[config.mk]
export PLATFORM = sky130hd
export DESIGN_NAME = sar_search_ctrl
export DESIGN_NICKNAME = d
export VERILOG_FILES = /design/src/rtl/sar_search_ctrl.sv
export SDC_FILE = /design/constraint.sdc
export NUM_CORES = 1
export LEC_CHECK = 0
export ABC_AREA = 1
export CORE_UTILIZATION = 52
export CTS_BUF_LIST = sky130_fd_sc_hd__clkbuf_16
export DETAILED_ROUTE_END_ITERATION = 6
export PLACE_DENSITY_LB_ADDON = 0.1
export REMOVE_ABC_BUFFERS = 1
export SLEW_MARGIN = 20
export SYNTH_ARGS = -nofsm -noshare
export SYNTH_HDL_FRONTEND = slang
export SYNTH_SLANG_ARGS = --single-unit
[constraint.sdc]
create_clock -name clk -period 2.2 [get_ports clk]
set_clock_uncertainty 0.2 [all_clocks]
set_input_delay 0.33 -clock clk [delete_from_list [all_inputs] [get_ports clk]]
set_output_delay 0.33 -clock clk [all_outputs]
set_load 0.01 [all_outputs]
[src/rtl/sar_search_ctrl.sv]
`default_nettype none
// ============================================================================
// Module   : sar_search_ctrl
// Brief    : Successive-approximation search controller driving the B operand
//            of a magnitude comparator and binary-searching for its A operand.
// Revision : 1.0 - initial release
// ============================================================================
module sar_search_ctrl #(
    parameter int WIDTH = 4
) (
    input  logic             clk,
    input  logic             rst_n,
    input  logic             start,
    input  logic             cmp_gt,
    input  logic             cmp_eq,
    input  logic             cmp_lt,
    output logic [WIDTH-1:0] trial,
    output logic             busy,
    output logic             done,
    output logic [WIDTH-1:0] result,
    output logic             err
);

    typedef enum logic [1:0] {
        S_IDLE  = 2'd0,
        S_PROBE = 2'd1,
        S_DONE  = 2'd2
    } state_t;

    localparam logic [WIDTH-1:0] c_msb = {1'b1, {(WIDTH-1){1'b0}}};
    localparam logic [WIDTH-1:0] c_lsb = {{(WIDTH-1){1'b0}}, 1'b1};

    state_t           r_state, w_state_nxt;
    logic [WIDTH-1:0] r_trial, w_trial_nxt;
    logic [WIDTH-1:0] r_mask, w_mask_nxt;     // one-hot copy of the bit index
    logic [WIDTH-1:0] r_result, w_result_nxt;
    logic             r_err, w_err_nxt;

    logic             w_valid;
    logic [WIDTH-1:0] w_mask_dn;

    assign w_valid = (cmp_gt & ~cmp_eq & ~cmp_lt) |
                     (~cmp_gt & cmp_eq & ~cmp_lt) |
                     (~cmp_gt & ~cmp_eq & cmp_lt);
    assign w_mask_dn = r_mask >> 1;

    always_ff @(posedge clk or negedge rst_n) begin
        if (!rst_n) begin
            r_state  <= S_IDLE;
            r_trial  <= '0;
            r_mask   <= '0;
            r_result <= '0;
            r_err    <= 1'b0;
        end else begin
            r_state  <= w_state_nxt;
            r_trial  <= w_trial_nxt;
            r_mask   <= w_mask_nxt;
            r_result <= w_result_nxt;
            r_err    <= w_err_nxt;
        end
    end

    always_comb begin
        w_state_nxt  = r_state;
        w_trial_nxt  = r_trial;
        w_mask_nxt   = r_mask;
        w_result_nxt = r_result;
        w_err_nxt    = r_err;
        case (r_state)
            S_PROBE: begin
                if (!w_valid) begin
                    w_state_nxt  = S_DONE;
                    w_trial_nxt  = '0;
                    w_result_nxt = '0;
                    w_err_nxt    = 1'b1;
                end else if (cmp_eq) begin
                    w_state_nxt  = S_DONE;
                    w_trial_nxt  = '0;
                    w_result_nxt = r_trial;
                end else if (r_mask[0]) begin
                    // Last bit: lt resolves it to zero, gt contradicts earlier answers
                    w_state_nxt = S_DONE;
                    w_trial_nxt = '0;
                    if (cmp_lt) begin
                        w_result_nxt = r_trial & ~c_lsb;
                    end else begin
                        w_result_nxt = '0;
                        w_err_nxt    = 1'b1;
                    end
                end else if (cmp_gt) begin
                    w_trial_nxt = r_trial | w_mask_dn;
                    w_mask_nxt  = w_mask_dn;
                end else begin
                    w_trial_nxt = (r_trial & ~r_mask) | w_mask_dn;
                    w_mask_nxt  = w_mask_dn;
                end
            end
            default: begin
                w_trial_nxt = '0;
                w_err_nxt   = 1'b0;
                if (start) begin
                    w_state_nxt = S_PROBE;
                    w_trial_nxt = c_msb;
                    w_mask_nxt  = c_msb;
                end else begin
                    w_state_nxt = S_IDLE;
                end
            end
        endcase
    end

    assign trial  = r_trial;
    assign busy   = (r_state == S_PROBE);
    assign done   = (r_state == S_DONE);
    assign result = r_result;
    assign err    = r_err;

endmodule
`default_nettype wire

==> results.toml <==
[cts]
numCtsBuffers = 3
clkSlewWorstSetupHoldPaths_ns = 0.05
clkLatencyLatePin_ns = 0.24
postCtsHoldBufs = 0
root_buffer = "clkbuf_16"
cts_buffer_depth = 2
post-cts-setup-buffer-count = 0
cts_tree = "yes"
ctsHtreeMaxLevel = 1
cts_sinks = 15
cts_resized = 0

[timing]
finalHoldViolations = 0
hold_ws_ns = 0.276
max_slew_margin = 0.569
tns_ns = 0
slew_violations = 0
post-route-min-period_ns = 1.84
worst_pin_slew_ns = 0.645
rsz0062_at_grt = "false"
fmax_ghz = 0.544
min_period_over_period = 0.835
setup_viol = 0

[synthesis]
syn_inst = 99
yosys.area.top_type = "dfrtp_1"
avgSynthCellArea_um2 = 7.94
syn-cell-area_um2 = 786
yosys_warnings = 0
yosys_register_bits = 15
synth_top_area_share = 0.478
yosysUniqueCellTypes = 15
synth_seq_area_share = 0.478
yosys-top-cells-area = "dfrtp_1 (48%), nand2_1 (12%), nor2_1 (7.2%)"

[drt]
drc = 0
routed_wl_mm = 1.81
route.detailed.wl_per_inst_um = 13.5
vias = 742
viasPerCell = 5.54
firstDrtPassIters = 4
route.antenna.remaining_nets = 0
drtIter0Drc = 12

[finish]
fin_area_mm2 = 0.00105
nNetsFinal = 126
layout_common_cells = "nand2_1 (25), clkdlybuf4s50_1 (16), nor2_1 (15), dfrtp_1 (15), inv_1 (12)"
synthToLayoutAreaGrowth_pct = 33.6
drive_above_1_share = 0.101
diodes = 0
fillers = 92
mostFrequentLayoutCell = "nand2_1"

[power]
irDropWorstVdd_v = 0.000690
p_leak_nw = 0.520
power.density_mw_per_mm2 = 821

[grt]
grt_pass1_wl_mm = 2.77
grt_max_degree = 16
antenna_found_initial = 0
grt_pass1_vias = 684
gr-total-overflow = 0
grt_usage = 0.264

[setup_path]
cp_top_family = "buffers and inverters"
crit_slowest_cell = "clkdlybuf4s50_1"
worst_setup_path_end_kind = "output pin"
critical_path_class = "reg2out"
path_cells = "nor2_2 > clkdlybuf4s50_1"
r2r-start = "r_state[1]"
cp-startpoint = "r_state[1]"
critPathMaxStageDelay_ns = 0.54
cp.arrival_ns = 1.31
startpoint_type = "flop"
required_ns = 1.67
cp_max_fo = 2
crit_buf_inv = 1

[min_path]
hold_start = "result[1]"
min_path_type = "reg2reg"

[floorplan]
rows = 13
die_y_um = 40.9
initial_core_util = 0.582
coreArea_mm2 = 0.00135
die_area_mm2 = 0.00167
io_pins = 17
die_x_um = 40.9

[run_status]
outcome = "complete, no violations"

[placement]
io_buffers = 16
dpl.hpwl_mm = 1.30
postPlaceCellArea_um2 = 967
gp_congestion = 0.783

[run]
max-cap-violations = 0
[final timing paths]
check | to | slack [ns] | depth (start not counted)
worst min register to register | result[1] | 0.28 | 2
min in group asynchronous | trial[0] | 0.29 | 1
worst min-delay path | result[1] | 0.28 | 2
max in group asynchronous | trial[3] | 1.10 | 1
worst max register to register | err | 0.74 | 7
worst max-delay path | busy | 0.36 | 2
[where the power goes]
part	switching, mW	leakage, nW	internal (mW)	total, mW
sequential	0.0254	0.197	0.304	0.330
clock	0.108	0.0371	0.244	0.352
combinational	0.102	0.286	0.0774	0.180
total	0.235	0.520	0.626	0.862
[per-stage QoR]
| stage | std cells | setup slack [ns] | util | total power, mW |
|---|---|---|---|---|
| after floorplan | 97 | 0.709 | - | 0.429 |
| final | 134 | 0.362 | 0.778 | 0.862 |
| after CTS | 134 | 0.351 | 0.778 | 0.869 |
| after detailed placement | 130 | 0.319 | 0.716 | 0.510 |
| after global placement | 130 | 0.361 | 0.716 | 0.504 |
| after global routing | 134 | 0.298 | 0.778 | 0.905 |
[cell families after synthesis]
family | Yosys count | synth area share
flops | 15 | 0.478
buf+inv | 14 | 0.0732
compound gates | 8 | 0.0605
simple gates | 62 | 0.389
[worst min-delay path: stages (launching register included)]
cell	delay, ns
dfrtp_1	0.34
nand2_1	0.05
nand2_1	0.05
[state kept, by name, summed over array words and instances, names as in the netlist]
signal	cells
r_state	2
trial	4
result	4
r_mask	4
err	1
[synth_stat cells]
cell      number
a21oi_1        5
buf_2          1
buf_4          1
dfrtp_1       15
inv_1         12
nand2_1       25
nand2_2        3
nand3_1        6
nand3_4        2
nand3b_1       3
nand4_1        6
nor2_1        15
nor2_2         1
nor3_1         1
o21a_1         3
[cell type report]
class	instances	area, µm²	area share
inverters	12	45.0	0.0429
well taps	15	18.8	0.0179
clock inverters	1	7.51	0.00715
repair buffers	18	175	0.167
clock buffers	3	75.1	0.0715
multi-input cells	70	353	0.336
flip-flops and latches	15	375	0.358
[metal layers]
| metal | track usage | share of wire | wire, µm | vias up |
|---|---|---|---|---|
| met5 | 0 | 0 | 0 | - |
| met4 | 0.125 | 0.015 | 27 | 0 |
| met3 | 0.0489 | 0.032 | 57 | 4 |
| met2 | 0.473 | 0.53 | 962 | 25 |
| met1 | 0.297 | 0.42 | 759 | 350 |
| li1 | - | - | - | 363 |
Power figures use the tool's default switching activity.
